**src/rtl/freq_meter_pkg.sv**
```systemverilog
// Shared types and helpers for the frequency-meter measurement path.
package freq_meter_pkg;

   typedef enum logic [2:0] {IDLE, CLEAR, GATE, SETTLE, LATCH} state_t;

   localparam logic [1:0] RANGE_1S    = 2'd0;
   localparam logic [1:0] RANGE_100MS = 2'd1;
   localparam logic [1:0] RANGE_10MS  = 2'd2;
   localparam logic [1:0] RANGE_1MS   = 2'd3;

   localparam int BCD_DIGITS = 6;
   localparam int CNT_W      = 4 * BCD_DIGITS;

   // Gate length in clock cycles for a range; never returns 0.
   function automatic logic [31:0] gate_len(input int unsigned clk_hz, input logic [1:0] rng);
      int unsigned len;
      case (rng)
         RANGE_1S:    len = clk_hz;
         RANGE_100MS: len = clk_hz / 10;
         RANGE_10MS:  len = clk_hz / 100;
         default:     len = clk_hz / 1000;
      endcase
      if (len == 0) len = 1;
      return len;
   endfunction

endpackage

```
**src/rtl/freq_gate_ctrl_gate_timer.sv**
```systemverilog
// Loadable 32-bit down-counter with zero flag; holds at zero.
module gate_timer (
   input  logic        clk,
   input  logic        rst_n,
   input  logic        load,
   input  logic [31:0] load_val,
   output logic        zero
);

   logic [31:0] cnt;

   // Load takes priority; otherwise count down until zero is reached.
   always_ff @(posedge clk) begin
      if (!rst_n)
         cnt <= '0;
      else if (load)
         cnt <= load_val;
      else if (cnt != 32'd0)
         cnt <= cnt - 32'd1;
   end

   assign zero = (cnt == 32'd0);

endmodule

```
**src/rtl/freq_gate_ctrl.sv**
```systemverilog
// Measurement sequencer for the BCD event counter: clear, timed gate,
// settle, latch. Optional build macro FREQ_GATE_AUTO_RANGE_EN selects
// automatic range stepping when re-arming from LATCH.
module freq_gate_ctrl
   import freq_meter_pkg::*;
#(
   parameter int unsigned CLK_HZ        = 50000000,
   parameter int unsigned CLR_CYCLES    = 4,
   parameter int unsigned SETTLE_CYCLES = 4
) (
   input  logic             CLK,
   input  logic             RST_N,
   input  logic             START,
   input  logic             CONT,
   input  logic [1:0]       RANGE,
   input  logic [CNT_W-1:0] CNT_Q,
   output logic             CNT_ENA,
   output logic             CNT_CLR,
   output logic [CNT_W-1:0] RESULT,
   output logic [1:0]       RANGE_USED,
   output logic             VALID,
   output logic             BUSY
);

   localparam logic [31:0] CLR_LOAD    = 32'(CLR_CYCLES - 1);
   localparam logic [31:0] SETTLE_LOAD = 32'(SETTLE_CYCLES - 1);
   localparam logic [31:0] GATE_LEN_0  = gate_len(CLK_HZ, RANGE_1S);
   localparam logic [31:0] GATE_LEN_1  = gate_len(CLK_HZ, RANGE_100MS);
   localparam logic [31:0] GATE_LEN_2  = gate_len(CLK_HZ, RANGE_10MS);
   localparam logic [31:0] GATE_LEN_3  = gate_len(CLK_HZ, RANGE_1MS);

   state_t           state, state_nxt;
   logic [1:0]       range_r, range_nxt, rearm_range;
   logic [31:0]      gate_sel, tmr_val;
   logic             tmr_load, tmr_zero;
   logic             cnt_ena_p1, cnt_clr_p1, busy_p1, vld_p1;
   logic [CNT_W-1:0] result_p1;
   logic [1:0]       range_used_p1;

   gate_timer u_timer (
      .clk      (CLK),
      .rst_n    (RST_N),
      .load     (tmr_load),
      .load_val (tmr_val),
      .zero     (tmr_zero)
   );

   // Gate length for the range latched at arm time.
   always_comb begin
      case (range_r)
         RANGE_1S:    gate_sel = GATE_LEN_0;
         RANGE_100MS: gate_sel = GATE_LEN_1;
         RANGE_10MS:  gate_sel = GATE_LEN_2;
         default:     gate_sel = GATE_LEN_3;
      endcase
   end

`ifdef FREQ_GATE_AUTO_RANGE_EN
   // Step toward a shorter gate near full scale, longer with two leading zero digits.
   always_comb begin
      rearm_range = range_r;
      if (CNT_Q[23:20] != 4'd0 && range_r < RANGE_1MS)
         rearm_range = range_r + 2'd1;
      else if (CNT_Q[23:16] == 8'd0 && range_r > RANGE_1S)
         rearm_range = range_r - 2'd1;
   end
`else
   assign rearm_range = RANGE;
`endif

   // Next-state, timer reload and range selection.
   always_comb begin
      state_nxt = state;
      tmr_load  = 1'b0;
      tmr_val   = '0;
      range_nxt = range_r;
      case (state)
         IDLE: begin
            if (START || CONT) begin
               state_nxt = CLEAR;
               tmr_load  = 1'b1;
               tmr_val   = CLR_LOAD;
               range_nxt = RANGE;
            end
         end
         CLEAR: begin
            if (tmr_zero) begin
               state_nxt = GATE;
               tmr_load  = 1'b1;
               tmr_val   = gate_sel - 32'd1;
            end
         end
         GATE: begin
            if (tmr_zero) begin
               state_nxt = SETTLE;
               tmr_load  = 1'b1;
               tmr_val   = SETTLE_LOAD;
            end
         end
         SETTLE: begin
            if (tmr_zero) state_nxt = LATCH;
         end
         LATCH: begin
            if (START || CONT) begin
               state_nxt = CLEAR;
               tmr_load  = 1'b1;
               tmr_val   = CLR_LOAD;
               range_nxt = rearm_range;
            end else begin
               state_nxt = IDLE;
            end
         end
         default: state_nxt = IDLE;
      endcase
   end

   // State and registered outputs; result is captured on entry to LATCH so
   // VALID and the new RESULT appear in the same cycle.
   always_ff @(posedge CLK) begin
      if (!RST_N) begin
         state         <= IDLE;
         range_r       <= RANGE_1S;
         cnt_ena_p1    <= 1'b0;
         cnt_clr_p1    <= 1'b0;
         busy_p1       <= 1'b0;
         vld_p1        <= 1'b0;
         result_p1     <= '0;
         range_used_p1 <= RANGE_1S;
      end else begin
         state      <= state_nxt;
         range_r    <= range_nxt;
         cnt_ena_p1 <= (state_nxt == GATE);
         cnt_clr_p1 <= (state_nxt == CLEAR);
         busy_p1    <= (state_nxt != IDLE);
         vld_p1     <= (state_nxt == LATCH);
         if (state_nxt == LATCH) begin
            result_p1     <= CNT_Q;
            range_used_p1 <= range_r;
         end
      end
   end

   assign CNT_ENA    = cnt_ena_p1;
   assign CNT_CLR    = cnt_clr_p1;
   assign BUSY       = busy_p1;
   assign VALID      = vld_p1;
   assign RESULT     = result_p1;
   assign RANGE_USED = range_used_p1;

endmodule

```
**config.mk**
```make
export PLATFORM = sky130hd
export DESIGN_NAME = freq_gate_ctrl
export DESIGN_NICKNAME = d
export VERILOG_FILES = /design/src/rtl/freq_meter_pkg.sv /design/src/rtl/freq_gate_ctrl_gate_timer.sv /design/src/rtl/freq_gate_ctrl.sv
export SDC_FILE = /design/constraint.sdc
export NUM_CORES = 1
export LEC_CHECK = 0
export CAP_MARGIN = 15
export CORE_ASPECT_RATIO = 0.9
export CORE_MARGIN = 2
export CORE_UTILIZATION = 42
export CTS_CLUSTER_SIZE = 30
export DETAILED_ROUTE_END_ITERATION = 10
export DONT_BUFFER_PORTS = 1
export GPL_TIMING_DRIVEN = 0
export MAX_ROUTING_LAYER = met4
export SYNTH_ARGS = -nofsm -noshare
export SYNTH_HDL_FRONTEND = slang
export SYNTH_SLANG_ARGS = --single-unit
```
**constraint.sdc**
```tcl
create_clock -name CLK -period 3.35 [get_ports CLK]
set_clock_uncertainty 0.05 [all_clocks]
set_input_delay 0.335 -clock CLK [delete_from_list [all_inputs] [get_ports CLK]]
set_output_delay 0.335 -clock CLK [all_outputs]
set_load 0.05 [all_outputs]
```
==> After elaboration in Yosys (flattened, before gate mapping) <==
Cells that the tools add are included.
{ "classes": {"mux": 16, "n_eq_ne": 9, "n_addsub": 2, "n_reduce_logical": 10} }
{ "ops": {"columns": ["operator", "n"], "rows": [
  ["$mux 32", 3],
  ["$pmux 32 s3", 1],
  ["$pmux 26 s3", 1],
  ["$sub 32x1->32 const B", 2],
  ["$logic_not 32->1", 1],
  ["$reduce_bool 32->1", 1],
  ["$pmux 3 s5", 1],
  ["$mux 3", 4],
  ["$eq 3x2->1 const B", 3],
  ["$eq 3x1->1 const B", 2],
  ["$eq 3x3->1 const B", 2],
  ["$mux 2", 2],
  ["$reduce_or 2->1", 2],
  ["$logic_not 3->1", 1],
  ["$mux 1", 3],
  ["$reduce_bool 3->1", 1],
  ["$eq 2x1->1 const B", 1],
  ["$eq 2x2->1 const B", 1],
  ["$logic_not 2->1", 1],
  ["$pmux 1 s2", 1],
  ["$reduce_and 2->1", 1],
  ["$reduce_bool 2->1", 1],
  ["$logic_or 1x1->1", 1]
]} }
{ "totals": {"register_bits": 67, "word_cells": 46} }

==> Longest topological paths before layout <==
Gate-level depths: netlist (run 1).
{ "depth": {"ltp_word": 6, "depth_mapped": 11} }

==> Hierarchy <==
Synthesis (run 1) repeated with hierarchy kept, for this count alone.
{ "hier_totals": {"cells_unflattened": 399, "hier_area_um2": 3300.7} }
{ "modules_own_cells": {"columns": ["mod", "cells_each", "instances", "area_each_um2"], "rows": [
  ["gate_timer", 205, 1, 1692.9],
  ["freq_gate_ctrl", 194, 1, 1607.8]
]} }

==> Least setup slack after synthesis (run 1) <==
Ideal clock, no wire load.
{ "synth_timing": {"kind": "register -> register", "from": "register u_timer.cnt[0]", "to": "register u_timer.cnt[8]", "setup_time_ps": 117, "t_arrival_ps": 2047, "slack_ps": 1135, "path_stages_with_launch": 12, "cell_sequence": "dfxtp_1 > inv_1 > ha_1 > nor4b_1 > nand4_1 > or3_1 > buf_6 > o21a_1 > buf_4 > buf_6 > a2bb2oi_1 > nor2_1"} }
{ "synth_via": {"elab_chain_len": 4, "elab_cells_between_ends": 10, "classes_between": "add/sub (1); mux (6); reduce/logical (3)"} }
{ "synth_lines": {"columns": ["item", "line", "text"], "rows": [
  ["from (decl)", "freq_gate_ctrl_gate_timer.sv:10", "logic [31:0] cnt;"],
  ["from (signal assigned)", "freq_gate_ctrl_gate_timer.sv:17", "cnt <= load_val;"],
  ["from (signal assigned)", "freq_gate_ctrl_gate_timer.sv:19", "cnt <= cnt - 32'd1;"],
  ["parallel branches: the longest is 4 deep, another holds $sub 32x1->32", null, null]
]} }
Parallel ways; which one is timed is not known. The select of a mux whose other input is x is not followed.
A chain may end at the register's enable or synchronous reset.

==> Worst setup path in the final report (run 1) <==
{ "layout_timing": {"from": "register u_timer.cnt[0]", "to": "register u_timer.cnt[17]"} }
Same word-level chain as after synthesis.

==> results.rst, run 1 <==
.. list-table::
   :header-rows: 1

   * - Metric
     - Value
   * - Via count of the first global-routing pass
     - 2625
   * - Transition time at the pin with the least slew margin
     - 0.763 ns
   * - # nets final
     - 442
   * - Global-route wire length before repair
     - 12800 µm
   * - Final Max Slew Viols
     - 0
   * - Maximum ir drop on the vdd rail
     - 0.000353 V
   * - Post-Synthesis Cell Area
     - 3220 µm²
   * - Cell type contributing the most total cell area after synthesis
     - sky130_fd_sc_hd__dfxtp_1
   * - Clock latency of the later-clocked register in the worst-skew pair
     - 0.35 ns
   * - Resized cells post-CTS
     - 0
   * - Clock tree from TritonCTS
     - done
   * - H-tree levels
     - 3
   * - Post-Synthesis Mean Instance Area
     - 8.27 µm²
   * - Antenna-violating nets left
     - 0
   * - Count of unresolved DRC violations after routing
     - 0
   * - Library cell with the highest instance count after synthesis
     - sky130_fd_sc_hd__nand2_1
   * - Worst slew margin
     - 48.9%
   * - Clock-pin slew reported for the worst setup and hold paths after clock tree synthesis
     - 0.07 ns
   * - Maxcap violations
     - 0
   * - Maximum number of pins on one net before global-route repair
     - 13
   * - Post-route cell area
     - 3560 µm²
   * - Arrival time of the worst setup path
     - 2.94 ns
   * - Number of distinct library cell variants in the gate-level netlist after synthesis
     - 44
   * - Register area share after synthesis
     - 41.6%
   * - Static Leakage
     - 0.00142 µW
   * - Post-synth EDFFs
     - 0
   * - Most common library cells after synthesis
     - 85 x sky130_fd_sc_hd__nand2_1, 67 x sky130_fd_sc_hd__dfxtp_1, 28 x sky130_fd_sc_hd__a21boi_1
   * - Proportion of register bits with asynchronous set or reset after synthesis
     - 0%
   * - Register bit total from synthesis
     - 67
   * - Height of the die
     - 87.1 µm
   * - Net count after synthesis
     - 431
   * - Clock tree root buffer cell
     - sky130_fd_sc_hd__clkbuf_8
   * - Antenna violations before repair
     - 0
   * - DR vias
     - 2708
   * - Bufs on Longest Clock Path
     - 2
   * - Post-CTS setup buffers
     - 0
   * - Placed instance area
     - 3340 µm²
   * - Iteration count of the initial detailed-routing pass
     - 4
   * - Setup TNS
     - 0 ns
   * - Placed Cells
     - 486
   * - Required time of the critical path
     - 3.58 ns
   * - Remaining Overflow, GRT
     - 0
   * - Count of input and output buffers
     - 0
   * - Antenna Cells
     - 0
   * - Launching element type of the critical path
     - flip-flop
   * - Max Clock Freq
     - 369 MHz
   * - Hold violation total from the final report
     - 0
   * - Minimum clock period
     - 2.71 ns
   * - Status
     - finished, final reports clean
   * - Core region area
     - 7510 µm²
   * - Hold-fix buffers at CTS
     - 0
   * - Die footprint
     - 8390 µm²
   * - Post-Layout Cell Count
     - 502
   * - Crit Path Max Fanout
     - 10
   * - Critical path type
     - flip-flop to flip-flop
   * - Die Wd
     - 96.4 µm
   * - DR iter-0 viols
     - 100
   * - Total power after layout
     - 4210 µW
   * - Area growth syn-to-layout
     - 10.5%
   * - Top area cells in the synthesized netlist
     - sky130_fd_sc_hd__dfxtp_1 42%, sky130_fd_sc_hd__nand2_1 9.9%, sky130_fd_sc_hd__a21boi_1 6.5%, sky130_fd_sc_hd__xor2_1 6.0%, sky130_fd_sc_hd__ha_1 4.3%
   * - Reg area
     - 1340 µm²
   * - Worst hold path class
     - primary input to flip-flop
   * - Share of post-route cells with drive strength above 1
     - 7.39%
   * - Initial standard-cell utilization of the core
     - 42.9%
   * - Most frequently used flop master after synthesis
     - sky130_fd_sc_hd__dfxtp_1
   * - Fraction of synthesized cell area taken by the top area cell type
     - 41.6%
   * - Global router's overall resource usage
     - 20.6%
   * - RSZ-0062 raised after global routing
     - no
   * - GPL Wtd Cong
     - 0.855
   * - Sinks on the clock net
     - 67
   * - Number of clock buffers inserted by TritonCTS
     - 9
   * - PwrDens
     - 1180 nW/µm²
   * - Final-layout fill cell count
     - 764
   * - Number of warnings printed during yosys synthesis
     - 0
   * - Core utilization of the finished layout
     - 47.4%
   * - Via density per instance
     - 5.39
   * - Post-Route WL
     - 7760 µm
   * - Number of setup violations in the final report
     - 0
   * - Multi-input gate area in the final layout
     - 1750 µm²
   * - Critical path endpoint category
     - flip-flop
   * - Number of top-level design ports
     - 60
   * - Final worst path period share
     - 81.0%
   * - Post-DP HPWL
     - 5490 µm
   * - Cells after Synth
     - 390
   * - Placement Rows
     - 30
   * - Wirelength per Cell
     - 15.5 µm
-- metrics by stage --
stage,hold WS [ns],setup WS (ns)
after global placement,0.417,0.721
after detailed placement,0.423,0.688
after CTS,0.0521,0.676
after floorplan,0.402,1.14
final,0.0670,0.638
after global routing,0.0478,0.450
-- power by group --
part | internal [µW] | switching [µW]
clock network | 420 | 319
logic | 850 | 1380
registers | 992 | 245
-- kinds of logic (layout without fill, tap and decap cells) --
logic type,Yosys count,count (layout),share of synthesized area [%]
flip-flops,67,67,41.6
adder cells (fa/ha/maj),11,11,4.27
XOR/XNOR,28,28,7.61
AO/OA/AOI/OAI,81,81,16.6
buffers and inverters,27,43,4.11
AND/OR/NAND/NOR,176,176,25.8
-- sequential cells by signal (all words and copies together) (netlist names) --
| name | cells |
|---|---|
| CNT_CLR | 1 |
| BUSY | 1 |
| RESULT | 24 |
| state | 3 |
| range_r | 2 |
| CNT_ENA | 1 |
| VALID | 1 |
| u_timer.cnt | 32 |
| RANGE_USED | 2 |
-- routing by layer --
layer  track usage, %  up-vias  wire length, µm
li1                 -     1359                -
met1             26.0     1264             3610
met2             29.7       74             3410
met3             8.48       11              602
met4             6.79        0              133
met5                -        -                0
-- path summary, 6_finish.rpt --
check | start | slack (ns) | cells past startpoint | to
worst max-delay path | u_timer.cnt[0] | 0.64 | 8 | u_timer.cnt[17]
worst min-delay path | CNT_Q[9] | 0.07 | 2 | RESULT[9]
worst max register to register | u_timer.cnt[0] | 0.64 | 8 | u_timer.cnt[17]
worst min register to register | u_timer.cnt[30] | 0.43 | 2 | u_timer.cnt[30]
-- area by class of cell --
class / count / area share, %
Clock buffer: 10 / 3.58
Buffer: 19 / 2.88
Multi-Input combinational cell: 296 / 49.1
Tap cell: 96 / 3.37
Clock inverter: 6 / 2.53
Sequential cell: 67 / 37.7
Inverter: 8 / 0.843
-- cell usage in the layout, fill, tap and decap left out, types with 3 or more instances in the layout --
master,n
sky130_fd_sc_hd__or3_1,4
sky130_fd_sc_hd__nor3_1,18
sky130_fd_sc_hd__clkbuf_8,9
sky130_fd_sc_hd__or2_1,3
sky130_fd_sc_hd__nand3_1,8
sky130_fd_sc_hd__nand2_1,85
sky130_fd_sc_hd__o31ai_1,4
sky130_fd_sc_hd__buf_6,3
sky130_fd_sc_hd__xnor2_1,6
sky130_fd_sc_hd__a21oi_1,23
sky130_fd_sc_hd__o21ai_0,6
sky130_fd_sc_hd__clkbuf_1,12
sky130_fd_sc_hd__nand2b_1,6
sky130_fd_sc_hd__inv_1,8
sky130_fd_sc_hd__nor4_1,7
sky130_fd_sc_hd__buf_2,4
sky130_fd_sc_hd__nor2_1,27
sky130_fd_sc_hd__a21boi_1,28
sky130_fd_sc_hd__o21a_1,3
sky130_fd_sc_hd__xor2_1,22
sky130_fd_sc_hd__o21ai_1,3
sky130_fd_sc_hd__or4_1,3
sky130_fd_sc_hd__a22oi_1,3
sky130_fd_sc_hd__ha_1,11
sky130_fd_sc_hd__dfxtp_1,67
-- critical path: stages (launching register included) --
cell                       delay, ns
sky130_fd_sc_hd__dfxtp_1        0.33
sky130_fd_sc_hd__inv_1          0.12
sky130_fd_sc_hd__ha_1           0.20
sky130_fd_sc_hd__nor4b_1        0.33
sky130_fd_sc_hd__nand4_1        0.18
sky130_fd_sc_hd__nor3_1         0.50
sky130_fd_sc_hd__clkbuf_1       0.48
sky130_fd_sc_hd__o211ai_1       0.27
sky130_fd_sc_hd__a21oi_1        0.19
Note: power is estimated with default switching activity, not from simulation.
==> run 2, diff against run 1 <==
==> constraint.sdc (replaced) <==
create_clock -name CLK -period 2.3 [get_ports CLK]
set_clock_uncertainty 0.05 [all_clocks]
set_input_delay 0.23 -clock CLK [delete_from_list [all_inputs] [get_ports CLK]]
set_output_delay 0.23 -clock CLK [all_outputs]
set_load 0.05 [all_outputs]
==> run 2 against run 1 <==
Compared with the run above:
- combinational power rose by 78%
- register-to-register slack got worse by 0.58 ns
- wire length up 8.1%
- fmax up 21%
- critical endpoint is now u_timer.cnt[21]
- critical path depth is the same
- sequential share of layout area is 4.6 points lower
- largest cell class unchanged
==> results.rst, run 2 (same netlist as run 1, synthesis figures left out) <==
.. list-table::
   :header-rows: 1

   * - Metric
     - Value
   * - Top library cells by usage in the layout, fill and taps aside
     - 84 x sky130_fd_sc_hd__nand2_1, 62 x sky130_fd_sc_hd__dfxtp_1, 28 x sky130_fd_sc_hd__a21boi_1
   * - Critical path endpoint category
     - flip-flop
   * - Post-DP HPWL
     - 5490 µm (unchanged)
   * - Share of post-route cells with drive strength above 1
     - 16.5% (+9.1 points)
   * - Internal power of the cells
     - 3760 µW (+66%)
   * - Timing endpoint of the critical path
     - u_timer.cnt[21]
   * - Clock latency of the later-clocked register in the worst-skew pair
     - 0.35 ns (about the same)
   * - Fraction of power consumed by the clock network
     - 15.6% (-2.0 points)
   * - Capture instance of the worst register-to-register path
     - u_timer.cnt[21]
   * - Post-Route WL
     - 8390 µm (+8.1%)
   * - Antenna violations before repair
     - 0 (unchanged)
   * - Final-layout fill cell count
     - 704 (-7.9%)
   * - Switching share of power
     - 45.7% (-0.55 points)
   * - Status
     - finished, final reports clean
   * - Path depth of the worst reg2reg path
     - 8 (unchanged)
   * - Minimum clock period
     - 2.25 ns (-0.466 ns)
   * - Register-to-register setup slack
     - 0.05 ns (-0.58 ns)
   * - Count of unresolved DRC violations after routing
     - 0 (unchanged)
   * - Die Wd
     - 96.4 µm (unchanged)
   * - Maxcap violations
     - 0 (unchanged)
   * - Number of top-level design ports
     - 60 (unchanged)
   * - Transition time at the pin with the least slew margin
     - 0.801 ns (+0.0375 ns)
   * - Logic gate share of total power
     - 57.2% (+4.2 points)
   * - Via count of the first global-routing pass
     - 2813 (+7.2%)
   * - Clock tree root buffer cell
     - sky130_fd_sc_hd__clkbuf_8
   * - Antenna Cells
     - 0 (unchanged)
   * - Static Leakage
     - 0.00164 µW (+16%)
   * - Arrival time of the worst setup path
     - 2.39 ns (-0.55 ns)
   * - Seq pwr share
     - 27.2% (-2.2 points)
   * - Reg area
     - 1350 µm² (+0.84%)
   * - PwrDens
     - 1690 nW/µm² (+43%)
   * - Placement Rows
     - 30 (unchanged)
   * - Height of the die
     - 87.1 µm (unchanged)
   * - RSZ-0062 raised after global routing
     - yes
   * - Setup TNS
     - 0 ns (unchanged)
   * - Launching element type of the critical path
     - flip-flop
   * - Critical path type
     - flip-flop to flip-flop
   * - Final worst path period share
     - 97.7% (+17 points)
   * - Clock-pin slew reported for the worst setup and hold paths after clock tree synthesis
     - 0.08 ns (about the same)
   * - DR vias
     - 2872 (+6.1%)
   * - Most common cell after layout, fill and taps aside
     - sky130_fd_sc_hd__nand2_1
   * - Multi-input gate area in the final layout
     - 1900 µm² (+8.4%)
   * - Post-Layout Cell Count
     - 539 (+7.4%)
   * - Global-route wire length before repair
     - 13600 µm (+6.8%)
   * - Number of clock buffers inserted by TritonCTS
     - 9 (unchanged)
   * - Register bank with the most flops
     - u_timer.cnt
   * - Core utilization of the finished layout
     - 54.5% (+7.1 points)
   * - Required time of the critical path
     - 2.45 ns (-1.13 ns)
   * - Number of setup violations in the final report
     - 0 (unchanged)
   * - Remaining Overflow, GRT
     - 0 (unchanged)
   * - Die footprint
     - 8390 µm² (unchanged)
   * - Max Clock Freq
     - 445 MHz (+21%)
   * - Net switching component of the power
     - 3170 µW (+63%)
   * - Clock tree from TritonCTS
     - done
   * - Placed Cells
     - 486 (unchanged)
   * - DR iter-0 viols
     - 119 (+19%)
   * - Area growth syn-to-layout
     - 26.9%
   * - Maximum ir drop on the vdd rail
     - 0.000586 V (+66%)
   * - Core region area
     - 7510 µm² (unchanged)
   * - Antenna-violating nets left
     - 0 (unchanged)
   * - Bufs on Longest Clock Path
     - 2 (unchanged)
   * - GPL Wtd Cong
     - 0.855 (unchanged)
   * - Sinks on the clock net
     - 67 (unchanged)
   * - Worst hold path class
     - primary input to flip-flop
   * - Wirelength per Cell
     - 15.6 µm (+0.72%)
   * - Initial standard-cell utilization of the core
     - 42.9% (unchanged)
   * - Total power after layout
     - 6930 µW (+65%)
   * - Worst slew margin
     - 46.4% (-2.5 points)
   * - Via density per instance
     - 5.33 (-1.2%)
   * - H-tree levels
     - 3 (unchanged)
   * - Count of input and output buffers
     - 0 (unchanged)
   * - Crit Path Max Fanout
     - 10 (unchanged)
   * - # nets final
     - 479 (+8.4%)
   * - Iteration count of the initial detailed-routing pass
     - 5 (+1)
   * - Final Max Slew Viols
     - 0 (unchanged)
   * - Max FFs per register
     - 32 (unchanged)
   * - Maximum number of pins on one net before global-route repair
     - 13 (unchanged)
   * - Critical path launch point
     - u_timer.cnt[18]
   * - FF-to-FF Start
     - u_timer.cnt[18]
   * - Global router's overall resource usage
     - 21.8% (+1.2 points)
   * - Hold violation total from the final report
     - 0 (unchanged)
[run 2: cell count changes in the layout (fill, tap and decap cells not counted), moves of 5 or more]
cell,delta
sky130_fd_sc_hd__nor3_1,-7
sky130_fd_sc_hd__dlygate4sd3_1,+26
sky130_fd_sc_hd__buf_4,+14
sky130_fd_sc_hd__nor3_2,+7
sky130_fd_sc_hd__dfxtp_1,-5
[run 2: worst min path at each step]
stage | from | endpoint | slack (ns) | depth (start not counted)
2_1_floorplan | CNT_Q[0] | RESULT[0] | 0.32 | 2
3_3_place_gp | CNT_Q[7] | RESULT[7] | 0.32 | 2
3_5_place_dp | CNT_Q[21] | RESULT[21] | 0.32 | 2
4_1_cts | RST_N | CNT_ENA | 0.02 | 2
5_1_grt | RST_N | CNT_ENA | 0.02 | 2
6_report | RST_N | CNT_ENA | 0.02 | 2
[run 2: layout make-up]
class / instances / share of cell area, %
Multi-Input combinational cell: 296 / 46.4
Sequential cell: 67 / 33.1
Timing Repair Buffer: 39 / 8.75
Clock buffer: 10 / 3.12
Tap cell: 96 / 2.94
Buffer: 17 / 2.84
Clock inverter: 6 / 2.20
Inverter: 8 / 0.734
[run 2: worst max-delay path, stage by stage, from the launching register on]
cell,delay [ns]
sky130_fd_sc_hd__dfxtp_4,0.37
sky130_fd_sc_hd__nor4_4,0.33
sky130_fd_sc_hd__nand3b_1,0.19
sky130_fd_sc_hd__or3_4,0.51
sky130_fd_sc_hd__o21a_1,0.22
sky130_fd_sc_hd__buf_6,0.15
sky130_fd_sc_hd__buf_12,0.15
sky130_fd_sc_hd__nand2_1,0.05
sky130_fd_sc_hd__a21oi_1,0.06
[run 2: repair_timing]
action,in CTS,in global routing
hold buffers,26,0
hold endpoints to repair,26,0
endpoints found under the setup margin,56,51
cloned,0,0
pin swaps,4,7
resized for setup,15,35
buffers inserted,4,9
[run 2: layer usage]
layer / wire length (µm) / vias to the layer above / part of all wire, % / track usage (%)
met5: 0 / - / 0 / -
li1: - / 1430 / - / -
met4: 129 / 0 / 1.5 / 6.53
met2: 3880 / 76 / 46 / 33.3
met1: 3870 / 1356 / 46 / 27.1
met3: 514 / 10 / 6.1 / 7.71
[run 2: power groups by stage]
stage	registers [µW]	clock network (µW)	logic, µW
final	1880	1080	3960
after global routing	1920	1160	4340
after CTS	1840	1100	3520
after detailed placement	1820	0	3230
after global placement	1810	0	3180
after floorplan	1750	0	2550
[run 2: per-stage QoR]
stage / hold slack, ns / worst slack, ns / area [µm²]
2_1_floorplan: 0.319 / 0.0854 / 3220
3_3_place_gp: 0.322 / -0.329 / 3340
3_5_place_dp: 0.324 / -0.362 / 3340
4_1_cts: 0.0166 / 0.00312 / 3920
5_1_grt: 0.0190 / -0.0396 / 4090
6_report: 0.0225 / 0.0539 / 4090
